### src/rtl/fetch_pkg.sv
// Shared types and defaults for the instruction fetch path.
// Each buffered entry pairs a fetched word with the byte address it came from.
package fetch_pkg;

  localparam logic [31:0] PC_RESET_DEFAULT = 32'h0000_0004;
  localparam int          INSTR_BYTES      = 4;

  typedef struct packed {
    logic [31:0] word;
    logic [31:0] pc;
  } fetch_entry_t;

endpackage

### src/rtl/fetch_buffer.sv
// DEPTH-entry synchronous FIFO of fetched instructions; flush empties it and wins over push.
// The head is combinational from the read pointer and reads as zero while empty.
module fetch_buffer
  import fetch_pkg::*;
#(
  parameter  int DEPTH = 2,
  localparam int CW    = $clog2(DEPTH + 1),
  localparam int PW    = (DEPTH > 1) ? $clog2(DEPTH) : 1
) (
  input  logic          clk,
  input  logic          rst_n,
  input  logic          i_push,
  input  fetch_entry_t  i_push_data,
  input  logic          i_pop,
  input  logic          i_flush,
  output fetch_entry_t  o_head,
  output logic [CW-1:0] o_count
);

  fetch_entry_t  r_mem [DEPTH];
  logic [PW-1:0] r_rd_ptr;
  logic [PW-1:0] r_wr_ptr;
  logic [CW-1:0] r_count;

  function automatic logic [PW-1:0] next_ptr(input logic [PW-1:0] ptr);
    return (ptr == PW'(DEPTH - 1)) ? '0 : ptr + 1'b1;
  endfunction

  // NOTE: non-blocking assignments for all registered state so every flop samples pre-edge values.
  always_ff @(posedge clk) begin
    if (!rst_n) begin
      r_rd_ptr <= '0;
      r_wr_ptr <= '0;
      r_count  <= '0;
    end else if (i_flush) begin
      r_rd_ptr <= '0;
      r_wr_ptr <= '0;
      r_count  <= '0;
    end else begin
      if (i_push) r_wr_ptr <= next_ptr(r_wr_ptr);
      if (i_pop)  r_rd_ptr <= next_ptr(r_rd_ptr);
      case ({i_push, i_pop})
        2'b10:   r_count <= r_count + 1'b1;
        2'b01:   r_count <= r_count - 1'b1;
        default: r_count <= r_count;
      endcase
    end
  end

  // NOTE: storage has no reset; an entry is only visible once r_count covers it, so stale data never escapes.
  always_ff @(posedge clk) begin
    if (i_push && !i_flush) r_mem[r_wr_ptr] <= i_push_data;
  end

  assign o_head  = (r_count != '0) ? r_mem[r_rd_ptr] : '0;
  assign o_count = r_count;

endmodule

### src/rtl/instr_fetch_unit.sv
// Fetch-side initiator: owns the PC, issues one word address per cycle under a credit limit,
// tags returning words with their PC and hands them to decode over valid/ready.
module instr_fetch_unit
  import fetch_pkg::*;
#(
  parameter logic [31:0] RESET_PC = PC_RESET_DEFAULT,
  parameter int          DEPTH    = 2,
  parameter logic [31:0] PC_STEP  = 32'(INSTR_BYTES)
) (
  input  logic        clk,
  input  logic        rst_n,
  output logic [31:0] imem_addr,
  input  logic [31:0] imem_word,
  output logic        instr_valid,
  input  logic        instr_ready,
  output logic [31:0] instr_word,
  output logic [31:0] instr_pc,
  input  logic        redirect_valid,
  input  logic [31:0] redirect_pc
);

  localparam int CW = $clog2(DEPTH + 1);

  logic [31:0]   r_fetch_pc;
  logic [31:0]   r_inflight_pc;
  logic          r_inflight;

  logic [CW-1:0] w_count;
  logic [CW:0]   w_occupancy;
  logic          w_pop;
  logic          w_issue;
  logic          w_push;
  logic [31:0]   w_target;
  fetch_entry_t  w_push_data;
  fetch_entry_t  w_head;

  // NOTE: every combinational output gets a default first so no path can infer a latch.
  always_comb begin
    w_pop       = 1'b0;
    w_occupancy = '0;
    w_issue     = 1'b0;
    w_push      = 1'b0;
    w_target    = '0;
    w_push_data = '0;

    w_pop       = (w_count != '0) && instr_ready;
    // Buffered + in-flight words after this cycle's pop must leave room for one more request.
    w_occupancy = {1'b0, w_count} + (CW+1)'(r_inflight) - (CW+1)'(w_pop);
    w_issue     = !redirect_valid && (w_occupancy < (CW+1)'(DEPTH));
    w_push      = r_inflight && !redirect_valid;
    w_target    = redirect_pc & 32'hFFFF_FFFC;
    w_push_data.word = imem_word;
    w_push_data.pc   = r_inflight_pc;
  end

  always_ff @(posedge clk) begin
    if (!rst_n) begin
      r_fetch_pc    <= RESET_PC;
      r_inflight    <= 1'b0;
      r_inflight_pc <= '0;
    end else if (redirect_valid) begin
      r_fetch_pc <= w_target;
      r_inflight <= 1'b0;
    end else if (w_issue) begin
      r_inflight    <= 1'b1;
      r_inflight_pc <= r_fetch_pc;
      r_fetch_pc    <= r_fetch_pc + PC_STEP;
    end else begin
      r_inflight <= 1'b0;
    end
  end

  fetch_buffer #(.DEPTH(DEPTH)) u_buf (
    .clk         (clk),
    .rst_n       (rst_n),
    .i_push      (w_push),
    .i_push_data (w_push_data),
    .i_pop       (w_pop),
    .i_flush     (redirect_valid),
    .o_head      (w_head),
    .o_count     (w_count)
  );

  assign imem_addr   = r_fetch_pc;
  assign instr_valid = (w_count != '0);
  assign instr_word  = w_head.word;
  assign instr_pc    = w_head.pc;

endmodule

### config.mk
export PLATFORM = sky130hd
export DESIGN_NAME = instr_fetch_unit
export DESIGN_NICKNAME = d
export VERILOG_FILES = /design/src/rtl/fetch_pkg.sv /design/src/rtl/fetch_buffer.sv /design/src/rtl/instr_fetch_unit.sv
export SDC_FILE = /design/constraint.sdc
export NUM_CORES = 1
export LEC_CHECK = 0
export ABC_AREA = 1
export CORE_ASPECT_RATIO = 1.1
export CORE_UTILIZATION = 30
export CTS_CLUSTER_DIAMETER = 60
export DETAILED_ROUTE_END_ITERATION = 12
export GPL_ROUTABILITY_DRIVEN = 0
export PLACE_DENSITY = 0.62
export SLEW_MARGIN = 20
export SYNTH_ARGS = -nofsm -noshare
export SYNTH_HDL_FRONTEND = slang
export SYNTH_SLANG_ARGS = --single-unit
### constraint.sdc
create_clock -name clk -period 5.8 [get_ports clk]
set_clock_uncertainty 0.2 [all_clocks]
set_input_delay 0.58 -clock clk [delete_from_list [all_inputs] [get_ports clk]]
set_output_delay 0.58 -clock clk [all_outputs]
set_load 0.01 [all_outputs]
Word-level counts from Yosys, hierarchy flattened
Memory sizes are Yosys's and may differ from the RTL's. A register that Yosys moved wholly into a read port is not among the register bits.
Index checks and enable logic that the tools add are counted.
Widths: inputs -> output; s select.
{ "totals": {"regBits": 69, "ram_bits": 128, "output_inout_bits": 97, "mem_count": 1} }
{ "mem_list": {"columns": ["name", "words", "word_bits", "read_ports", "rd_clocked_by_memory_dff", "write_ports", "line", "text"], "rows": [
  ["u_buf.r_mem", 2, 64, 1, 1, 1, "fetch_buffer.sv:20", "fetch_entry_t r_mem [DEPTH];"]
]} }
{ "op_classes": {"add_sub_neg": 7, "magnitude_cmp": 1, "n_eq_ne": 2, "n_mux": 11, "n_bitwise": 2, "reduce_logical": 10} }
{ "op_table": {"columns": ["cell", "n"], "rows": [
  ["$mux 32", 2],
  ["$mux 64", 1],
  ["$add 32x3->32 const B", 1],
  ["$mux 1", 7],
  ["$reduce_bool 2->1", 3],
  ["$logic_and 1x1->1", 4],
  ["$pmux 2 s2", 1],
  ["$add 2x1->3", 1],
  ["$lt 3x2->1 const B", 1],
  ["$sub 3x1->3", 1],
  ["$add 1x1->1 const B", 2],
  ["$add 2x1->2 const B", 1],
  ["$eq 2x1->1 const B", 1],
  ["$eq 2x2->1 const B", 1],
  ["$not 1->1", 2],
  ["$reduce_and 2->1", 1],
  ["$reduce_or 2->1", 1],
  ["$sub 2x1->2 const B", 1],
  ["$logic_not 1->1", 1]
]} }

Depth between registers and ports, before layout
Gate-level depths: netlist of run 1.
{ "depth": {"word_depth": 7, "ltp_mapped": 14, "ltp_nobuf": 14} }

By module
A second synthesis of run 1 with hierarchy kept.
{ "unflattened": {"cells_unflattened": 883, "hier_area_um2": 8610.8} }
{ "by_module_without_submodules": {"columns": ["mod", "instances", "cells_per_inst", "area_per_inst_um2", "seq_area_each_um2"], "rows": [
  ["fetch_buffer", 1, 373, 5298.8, 3943.8],
  ["instr_fetch_unit", 1, 510, 3311.9, 1221.2]
]} }

Worst setup path before layout of run 1
Ideal clock, no wire load.
{ "synth_path": {"path_kind": "input -> register", "start": "input redirect_valid", "end": "memory u_buf.r_mem[1][10] (netlist bit) (enable)", "setup_ps": 484, "arrival_ps": 3644, "t_required_ps": 5116, "setup_slack_ps": 1472, "stages": 4, "cell_sequence": "buf_2 > inv_1 > nand2_1 > nor2_1"} }
{ "synth_between": {"elab_chain_len": 5} }
{ "synth_lines": {"columns": ["item", "line", "text"], "rows": [
  ["start: declaration", "instr_fetch_unit.sv:18", "input logic redirect_valid,"],
  ["$logic_not 1->1 (*)", "fetch_buffer.sv:52, instr_fetch_unit.sv:50", null],
  ["$logic_and 1x1->1", "instr_fetch_unit.sv:50", "w_push = r_inflight && !redirect_valid;"],
  ["$logic_and 1x1->1 (*)", "fetch_buffer.sv:52", "if (i_push && !i_flush) r_mem[r_wr_ptr] <= i_push_data;"],
  ["$mux 1 (*)", "fetch_buffer.sv:52", null],
  ["$mux 1 (implied by the code) (*)", "fetch_buffer.sv:52", null],
  ["end: declaration", "fetch_buffer.sv:20", null]
]} }
Mark *: on every way between the ends. The rest lies on a longest branch, timed or not.

Worst setup path in the final report of run 1
{ "layout_path": {"start": "input instr_ready", "end": "register r_fetch_pc[29], in the netlist imem_addr[29]"} }
{ "layout_between": {"elab_chain_len": 5} }
{ "layout_lines": {"columns": ["item", "line", "text"], "rows": [
  ["start: declaration", "instr_fetch_unit.sv:15", "input logic instr_ready,"],
  ["$logic_and 1x1->1", "instr_fetch_unit.sv:46", "w_pop = (w_count != '0) && instr_ready;"],
  ["$sub 3x1->3", "instr_fetch_unit.sv:48", "w_occupancy = {1'b0, w_count} + (CW+1)'(r_inflight) - (CW+1)'(w_pop);"],
  ["$lt 3x2->1", "instr_fetch_unit.sv:49", "w_issue = !redirect_valid && (w_occupancy < (CW+1)'(DEPTH));"],
  ["$logic_and 1x1->1", "instr_fetch_unit.sv:49", null],
  ["$reduce_bool 2->1 (no line)", null, null],
  ["end signal: assignment", "instr_fetch_unit.sv:62", "r_fetch_pc <= w_target;"],
  ["end signal: assignment", "instr_fetch_unit.sv:67", "r_fetch_pc <= r_fetch_pc + PC_STEP;"],
  ["end: declaration", "instr_fetch_unit.sv:24", "logic [31:0] r_fetch_pc;"]
]} }
No other way between the ends.
A chain may end at the register's enable or synchronous reset.

==> results of run 1 <==
-- final timing paths --
check                                        from            endpoint  slack [ps]
worst min register to register  r_inflight_pc[17]  u_buf.r_mem[1][17]         250
worst min-delay path            r_inflight_pc[17]  u_buf.r_mem[1][17]         250
worst max-delay path                  instr_ready       imem_addr[29]        2290
worst max register to register   u_buf.o_count[1]       imem_addr[29]        2540
-- layout make-up --
type / instances / area (um^2)
clock inverters: 14 / 183
clock buffers: 18 / 429
multi-input cells: 558 / 2560
inverters: 67 / 256
repair buffers: 164 / 1650
fillers: 2644 / 15700
flip-flops and latches: 190 / 5050
well taps: 352 / 440
-- registers in the layout (all words and copies together), names as in the netlist, named ones only --
signal,flops
u_buf.r_rd_ptr,1
u_buf.o_count,2
r_inflight,1
u_buf.r_mem,124
u_buf.r_wr_ptr,1
r_inflight_pc,30
imem_addr,30
-- cell usage in the layout, fill, tap and decap left out, drive strengths merged, types with 6 or more instances in the layout --
cell type / netlist / final
dfxtp: 66 / 66
clkdlybuf4s50: 0 / 158
xor2: 6 / 6
edfxtp: 124 / 124
clkinv: 0 / 6
nand2: 252 / 252
buf: 16 / 6
nor2: 88 / 88
nand3: 20 / 20
nand4: 7 / 7
clkbuf: 27 / 18
a21oi: 85 / 85
nand3b: 12 / 12
inv: 67 / 71
nor3: 10 / 10
o21ai: 59 / 59
-- report_power, final --
| group | total (mW) | internal, mW | switching (mW) |
|---|---|---|---|
| clock network | 1.19 | 0.654 | 0.538 |
| registers | 1.52 | 1.48 | 0.0313 |
| logic | 0.223 | 0.108 | 0.115 |
| total | 2.93 | 2.25 | 0.684 |
-- metal layers --
layer,global-route usage,part of all wire,vias up
met4,0.0509,0.018,0
met1,0.190,0.46,2879
met5,0,0,-
met2,0.240,0.47,151
met3,0.0368,0.051,17
li1,-,-,3116
-- worst register-to-register path, delay by kind of cell (launching register included) --
family          cells  cell delay, ps
compound gates      2             370
fa+ha+maj           1             510
buf+inv             2             150
flops               1             410
simple gates        7            1580
-- logic make-up after synthesis --
logic type	Yosys count	synth area share
AO/OA/AOI/OAI	156	0.102
XOR/XNOR	6	0.00653
other	1	0.000466
AND/OR/NAND/NOR	390	0.203
adder cells (fa/ha/maj)	2	0.00404
buffers and inverters	110	0.0578
flip-flops	190	0.627
-- stage by stage --
stage,setup slack (ps),util
global placement,1830,0.378
finish,2290,0.403
global route,2020,0.403
detailed placement,1750,0.379
floorplan,1470,-
CTS,2190,0.402
==> impl_metrics.yaml, run 1 <==
grt:
  grt_antenna_before_repair: 0
  gr-total-overflow: 0
  grt_pass1_vias: 5812
  grt_pass1_wl_mm: 30.8
  grt.total_usage: 0.148
  grt_max_degree: 64
clock_network:
  clock_latency_ps: 430
  cts_tree: "done"
  post-cts-setup-buffers: 0
  cts-root-buf: "clkbuf_16"
  path_clk_slew_ps: 70
  hold_buffers: 0
  cts.sinks: 190
  cts_buffers: 17
  cts-resized-gates: 0
  htree_levels: 4
  clockBufferDepth: 2
power:
  power_per_cell_area_nw_per_um2: 277
  vdd_ir_drop_max_mv: 0.147
  power.total_mw: 2.93
  p_leak_nw: 3.88
critical_path:
  crit_chain: "clkdlybuf4s50_1, nand2_1, nor2_1, o21bai_1, nand2_1, fa_1, a21boi_4, nand3_2, nor2_1, nand3_1, nand3b_1, nand2_1, inv_1"
  cp_slowest_cell: "nand3_2"
  reg2reg_depth: 12
  cp-end-kind: "flop"
  arrival_ps: 3690
  critPathMostFrequentCell: "nand2_1"
  cp.required_ps: 5980
  cp_top_family: "simple AND/OR/NAND/NOR gates"
  critPathMaxStageDelay_ps: 540
  cp.depth: 13
  critPathMaxFanout: 32
  cp-start-kind: "input pin"
  critPathKind: "in2reg"
  path_buf_inv: 2
synthesis:
  synth_commonest_cells: "250 x nand2_1, 124 x edfxtp_1, 85 x a21oi_1"
  synth-edff-count: 124
  yosys_most_used_dff: "edfxtp_1"
  syn_area_per_cell_um2: 9.41
  ys_top_cells_by_area: "edfxtp_1 46%, dfxtp_1 16%, nand2_1 12%, a21oi_1 5.3%, nor2_1 3.9%"
  synth.most_common_cell: "nand2_1"
  yosysUniqueCellTypes: 36
  yosys_warnings: 0
  synth-seq-cells: 190
  synth-async-reset-ratio: 0
  synthCells: 855
  synthDominantCellAreaShare: 0.463
  synth_top_area_cell: "edfxtp_1"
  synth.yosys.seq_area_share: 0.627
  syn_area_um2: 8050
layout:
  design_area_um2: 10600
  instances_no_fill: 1363
  antenna_cells: 0
  layout-drive-gt1-share: 0.0554
  areaGrowthSynthToFinish_pct: 31.3
  nNetsFinal: 1068
outcome:
  status: "complete, no violations"
detailed_routing:
  drc: 0
  drt_pass1_iterations: 5
  postRouteAntennaNets: 0
  routed_via_density: 4.52
  first_iter_violations: 370
  wl_per_cell_um: 14.8
  drt-total-wl_mm: 20.2
  dr_total_vias: 6163
hold_path:
  hold_class: "reg2reg"
  whs_path_depth: 0
placement:
  placed_area_um2: 9930
  dp.cells: 1330
  hpwl_mm: 13.3
  portBuffers: 158
floorplanning:
  core_um2: 26200
  die_h_um: 174
  start_util: 0.307
  num_rows: 62
  die_area_um2: 27500
  ios: 165
  die_w_um: 158
sta:
  hold_viol: 0
  worstMarginPinSlew_ps: 811
  setup_viol: 0
  fin_crit_sh: 0.604
  holdWs_ps: 254
  setup_tns_ps: 0
  relSlewSlack: 0.458
  fmax_ghz: 0.285
  fin_crit_ps: 3510
  grt_setup_unrepaired: "no"
  slew_violations: 0
flow_run:
  maxCapViolCount: 0
Note: power is estimated with default switching activity, not from simulation.
==> inputs of run 2 (changes only) <==
==> constraint.sdc (replaced) <==
create_clock -name clk -period 3.68 [get_ports clk]
set_clock_uncertainty 0.2 [all_clocks]
set_input_delay 0.368 -clock clk [delete_from_list [all_inputs] [get_ports clk]]
set_output_delay 0.368 -clock clk [all_outputs]
set_load 0.01 [all_outputs]
==> run 2 against run 1 <==
Net effect:
- combinational power rose by 60%
- routed wire length rose by 0.73%
- final cell count rose by 0.59%
- die area did not move
- final area rose by 0.54%
- first-iteration DRC count rose by 6.2%
- largest cell class unchanged
- critical path type is now reg2out
==> impl_metrics.yaml, run 2 (synthesis gave the netlist of run 1 again) <==
grt:
  gr-total-overflow: 0
  grt_antenna_before_repair: 0
  grt_pass1_vias: 6004
  grt.total_usage: 0.152
  grt_pass1_wl_mm: 31.9
  grt_max_degree: 63
layout:
  seqCellArea_um2: 5050
  largest_reg_flops: 124
  layout-drive-gt1-share: 0.0628
  antenna_cells: 0
  multi_input_area_um2: 2560
  areaGrowthSynthToFinish_pct: 32.0
  largest_register: "u_buf.r_mem"
  final_cell_mix: "250 x nand2_1, 158 x clkdlybuf4s50_1, 124 x edfxtp_1, 85 x a21oi_1, 81 x nor2_1"
  fillCellCount: 2600
  final_common_cell: "nand2_1"
  nNetsFinal: 1076
critical_path:
  r2r_setup_slack_ps: 770
  cp.required_ps: 3110
  cp_top_family: "buffers and inverters"
  r2r_end: "imem_addr[28]"
  cp-end-kind: "output port"
  critPathMaxStageDelay_ps: 650
  cp-start-kind: "flop"
  crit_chain: "inv_2, nand2_1, inv_2, buf_4, a21oi_1, clkdlybuf4s50_1"
  arrival_ps: 2730
  critPathKind: "reg2out"
  path_buf_inv: 4
  reg2reg_depth: 13
  critPathMostFrequentCell: "inv_2"
  cp_slowest_cell: "inv_2"
  r2r-start: "u_buf.o_count[1]"
  critPathMaxFanout: 45
sta:
  hold_viol: 0
  slew_violations: 0
  fmax_ghz: 0.304
  relSlewSlack: 0.422
  fin_crit_ps: 3290
  fin_crit_sh: 0.895
  setup_viol: 0
  worstMarginPinSlew_ps: 866
  timing.final.ws_setup_ps: 385
  grt_setup_unrepaired: "no"
  setup_tns_ps: 0
outcome:
  status: "complete, no violations"
power:
  combPwrFrac: 0.078
  switchingPower_mw: 1.10
  power_per_cell_area_nw_per_um2: 432
  internal-power_mw: 3.49
  p_leak_nw: 3.92
  power_frac_clock: 0.401
  p_seq_frac: 0.521
  p_sw_frac: 0.240
  vdd_ir_drop_max_mv: 0.211
clock_network:
  cts_buffers: 17
  clockBufferDepth: 2
  post-cts-setup-buffers: 0
  cts-root-buf: "clkbuf_16"
  htree_levels: 4
  hold_buffers: 0
  cts_tree: "done"
  cts.sinks: 190
  cts-resized-gates: 0
  clock_latency_ps: 430
  path_clk_slew_ps: 70
hold_path:
  holdPathEnd: "u_buf.r_mem[0][15]"
  worstHoldStart: "r_inflight_pc[15]"
  whs_path_depth: 0
  hold_class: "reg2reg"
floorplanning:
  die_w_um: 158
  die_area_um2: 27500
  die_h_um: 174
  core_um2: 26200
  num_rows: 62
  start_util: 0.307
  ios: 165
placement:
  hpwl_mm: 13.8
  portBuffers: 158
  place_ws_ps: 327
detailed_routing:
  dr_total_vias: 6137
  wl_per_cell_um: 14.8
  first_iter_violations: 393
  drc: 0
  drt-total-wl_mm: 20.3
  postRouteAntennaNets: 0
  routed_via_density: 4.48
  drt_pass1_iterations: 5
flow_run:
  maxCapViolCount: 0
## run 2: cell types whose count changed in the layout (fill, tap and decap cells not counted), moves of 2 or more
cell and delta:
buf_12 +3, inv_2 +2, buf_4 +6, clkinv_4 -3, clkinvlp_4 -2, inv_4 -2
inv_6 +4
## run 2: worst max-delay path by stage
| stage | startpoint | endpoint | slack [ps] | cells past startpoint |
|---|---|---|---|---|
| final | u_buf.o_count[1] | instr_pc[15] | 390 | 6 |
| after global routing | u_buf.o_count[1] | instr_pc[15] | 140 | 6 |
| after CTS | u_buf.o_count[1] | instr_pc[20] | 300 | 6 |
| after detailed placement | instr_ready | imem_addr[28] | 330 | 14 |
| after global placement | instr_ready | imem_addr[28] | 380 | 14 |
| after floorplan | redirect_valid | u_buf.r_mem[1][10] | 590 | 4 |
## run 2: routing by layer
layer	routed length, um	up-vias	GRT usage	part of all wire
li1	-	3136	-	-
met1	9590	2791	0.203	0.47
met2	9190	183	0.239	0.45
met3	1050	27	0.0308	0.052
met4	483	0	0.0633	0.024
met5	0	-	0	0
## run 2: worst reg2reg max path: cells and delay by family, from the launching register on
| kind | cells | cell delay [ps] |
|---|---|---|
| AO/OA/AOI/OAI | 2 | 370 |
| flip-flops | 1 | 440 |
| AND/OR/NAND/NOR | 7 | 950 |
| adder cells (fa/ha/maj) | 1 | 510 |
| buffers and inverters | 3 | 400 |
## run 2: final cells by class
| type | count | share of cell area |
|---|---|---|
| multi-input combinational | 558 | 0.241 |
| clock buffer | 17 | 0.0400 |
| inverter | 67 | 0.0237 |
| timing repair buffer | 172 | 0.162 |
| sequential | 190 | 0.475 |
| clock inverter | 15 | 0.0161 |
| tap | 352 | 0.0415 |
## run 2: metrics by stage
step | hold WS [ps] | instances | utilization | area, um^2 | total power [mW]
floorplan | 220 | 858 | - | 8070 | 2.59
global route | 277 | 1371 | 0.405 | 10600 | 4.77
detailed placement | 237 | 1339 | 0.382 | 10000 | 2.80
finish | 253 | 1371 | 0.405 | 10600 | 4.58
CTS | 253 | 1371 | 0.405 | 10600 | 4.65
global placement | 228 | 1339 | 0.382 | 10000 | 2.79
## run 2: power groups by stage
stage	clock, mW	sequential, mW	combinational, mW
floorplan	0	2.43	0.163
global placement	0	2.44	0.354
detailed placement	0	2.44	0.358
CTS	1.90	2.39	0.360
global route	1.98	2.40	0.396
finish	1.84	2.39	0.356
==> variant (settings of run 2) <==
Make the reset (`rst_n`) asynchronous in 2 clocked blocks.
--- a/src/rtl/fetch_buffer.sv
+++ b/src/rtl/fetch_buffer.sv
@@ -29,3 +29,3 @@
   // NOTE: non-blocking assignments for all registered state so every flop samples pre-edge values.
-  always_ff @(posedge clk) begin
+  always_ff @(posedge clk or negedge rst_n) begin
     if (!rst_n) begin
--- a/src/rtl/instr_fetch_unit.sv
+++ b/src/rtl/instr_fetch_unit.sv
@@ -55,3 +55,3 @@
 
-  always_ff @(posedge clk) begin
+  always_ff @(posedge clk or negedge rst_n) begin
     if (!rst_n) begin
Function: differs if rst_n is asserted again (counterexample within 4 cycles, from zero or initial values and one cycle with rst_n low); with rst_n held inactive, the same outputs for 4 cycles.
==> variant against run 2 <==
Via count up 1.8%; area after synthesis up 3.9%; critical path type unchanged; sequential cell count down 1; sequential share of layout area is 1.4 points higher; design area rose by 3.0%; wire length grew 0.76%; first-iteration DRC count up 6.6%; setup slack better by 0.34 ns.
Power is not compared: it rests on default switching activity, and its combinational part moved more than twofold at a synthesized area within 25%.
==> variant: results (changes against run 2) <==
qor: run_status.run_status finished clean [unchanged]
qor: setup_path.cp_top_family buffers and inverters [unchanged]
qor: logic_synthesis.synth.top_cells.by_area edfxtp_1, dfrtp_1, nand2_1 [was edfxtp_1, dfxtp_1, nand2_1]
qor: finish.diodes 0 [unchanged]
qor: cts.cts_made_buffers 17 [unchanged]
qor: setup_path.crit_path_max_delay_cell_type buf_4 [was inv_2]
qor: setup_path.crit_path_largest_cell_delay 0.60 ns [was 0.65 ns]
qor: cts.cts_htree_levels 4 [unchanged]
qor: global_route.global_route_wire_length_before_repair 32.8 mm [was 31.9 mm]
qor: pwr.leakage_power_of_the_design 0.00432 uW
qor: finish.final_nets 1,100 [was 1,076]
qor: placed_design.detail_placement_hpwl 13.8 mm [about the same]
qor: finish.layout-drive-gt1-share 6.33% [was 6.28%]
qor: setup_path.critical_path.startpoint u_buf.o_count[1]$_DFFE_PN0P_ [was u_buf.o_count[1]$_SDFFE_PP0P_]
qor: pwr.ir_drop 326 uV
qor: logic_synthesis.synth_seq_area_share 64.0% [was 62.7%]
qor: min_path.holdCritStartpoint r_inflight_pc[11]$_DFFE_PN0P_ [was r_inflight_pc[15]$_SDFFE_PN0P_]
qor: min_path.min-delay-path-class register to register [unchanged]
qor: logic_synthesis.synthFlopType edfxtp_1 [unchanged]
qor: global_route.grt_antenna_before_repair 0 [unchanged]
qor: placed_design.post_dp_cell_area 10,300 um^2 [was 10,000 um^2]
qor: cts.cts_max_path_buffers 2 [unchanged]
qor: drt.drt_pre_antenna_iters 4 [was 5]
qor: finish.largest_register_ff_count 124 [unchanged]
qor: setup_path.worstPathMaxFanout 63 [was 45]
qor: setup_path.worstPathArrival 2.39 ns [was 2.73 ns]
qor: placed_design.portBuffers 158 [unchanged]
qor: cts.ctsResizeCount 0 [unchanged]
qor: logic_synthesis.yosys_warnings 0 [unchanged]
qor: global_route.grt_start_max_net_pins 65 [was 63]
qor: drt.avg_wl_per_cell 14.6 um [was 14.8 um]
qor: cts.cts.clk_slew.worst_paths 0.07 ns [about the same]
qor: logic_synthesis.netlist-cell-type-count 30 [was 36]
qor: global_route.first_global_vias 6,041 [was 6,004]
qor: logic_synthesis.share_of_flip_flops_with_an_asynchronous_set_or_reset 34.4% [was 0%]
qor: finish.fillerInstances 2,637 [was 2,600]
qor: drt.first_iter_violations 419 [was 393]
qor: drt.route.detailed.vias_per_inst 4.47 [was 4.48]
qor: finish.final_common_cell nand2_1 [unchanged]
qor: logic_synthesis.synth_edf_count 124 [unchanged]
qor: global_route.groute.usage.overall 14.9% [was 15.2%]
qor: cts.insertion_delay 0.43 ns [about the same]
qor: sta.slew-limit-headroom 50.3% [was 42.2%]
qor: finish.largest_register_by_flop_count u_buf.r_mem [unchanged]
qor: logic_synthesis.netlist_top_cells_count nand2_1, edfxtp_1, a21oi_1, nor2_1, dfrtp_1 [was nand2_1, edfxtp_1, a21oi_1]
qor: cts.clock-root-buffer clkbuf_16 [unchanged]
## variant: cell count changes after synthesis, sizes merged, moves of 5 or more
cell    before  now
a21oi       85   70
buf         16   25
clkbuf      27   20
dfrtp        0   64
dfxtp       66    0
inv         67   62
nand2      252  305
nand3       20   64
nor2        88   79
nor3        10    2
o21ai       59   33
## variant: path summary, 6_finish.rpt
path / end / slack (ns) / cells past startpoint
min: u_buf.r_mem[1][11]$_DFFE_PP_ / 0.27 / 0
min reg2reg: u_buf.r_mem[1][11]$_DFFE_PP_ / 0.27 / 0
max reg2reg: imem_addr[4]$_DFFE_PN0P_ / 0.78 / 13
min in group asynchronous: r_inflight_pc[21]$_DFFE_PN0P_ / 0.28 / 2
max: instr_valid / 0.72 / 4
max in group asynchronous: imem_addr[2]$_DFFE_PN1P_ / 2.23 / 3
## variant: metrics by stage
stage,TNS (ns),worst slack (ns),cells
floorplan,-42.38,-0.342,881
global placement,0,0.440,1366
detailed placement,0,0.405,1366
CTS,0,0.648,1399
global route,0,0.511,1399
finish,0,0.724,1399
## variant: final cells by class
cell class	instances	area, um^2	area share [%]
Sequential cell	189	5350	48.9
Clock inverter	12	121	1.11
Tap cell	357	447	4.08
Timing Repair Buffer	174	1740	15.9
Multi-Input combinational cell	585	2590	23.6
Clock buffer	20	468	4.28
Inverter	62	233	2.13
## variant: timing repair
| action | CTS | global route |
|---|---|---|
| buffers inserted | 0 | 0 |
| hold buffers | 1 | 0 |
| hold endpoints to repair | 22 | 0 |
## variant: report_power, final
group	switching (uW)	internal [uW]
clock network	807	1010
logic	2060	1530
registers	492	2910
## variant: cells by family after synthesis
family / Yosys count / share of synthesized area [%]
adder cells (fa/ha/maj): 3 / 0.539
buffers and inverters: 107 / 5.45
AO/OA/AOI/OAI: 108 / 6.60
other: 1 / 0.0448
flip-flops: 189 / 64.0
XOR/XNOR: 6 / 0.628
AND/OR/NAND/NOR: 464 / 22.7
## variant: layer usage
layer | share of wire, % | GRT usage [%] | vias to the layer above
li1 | - | - | 3189
met1 | 48 | 20.2 | 2884
met2 | 47 | 23.8 | 161
met3 | 4.3 | 3.16 | 14
met4 | 1.4 | 4.68 | 0
met5 | 0 | 0 | -
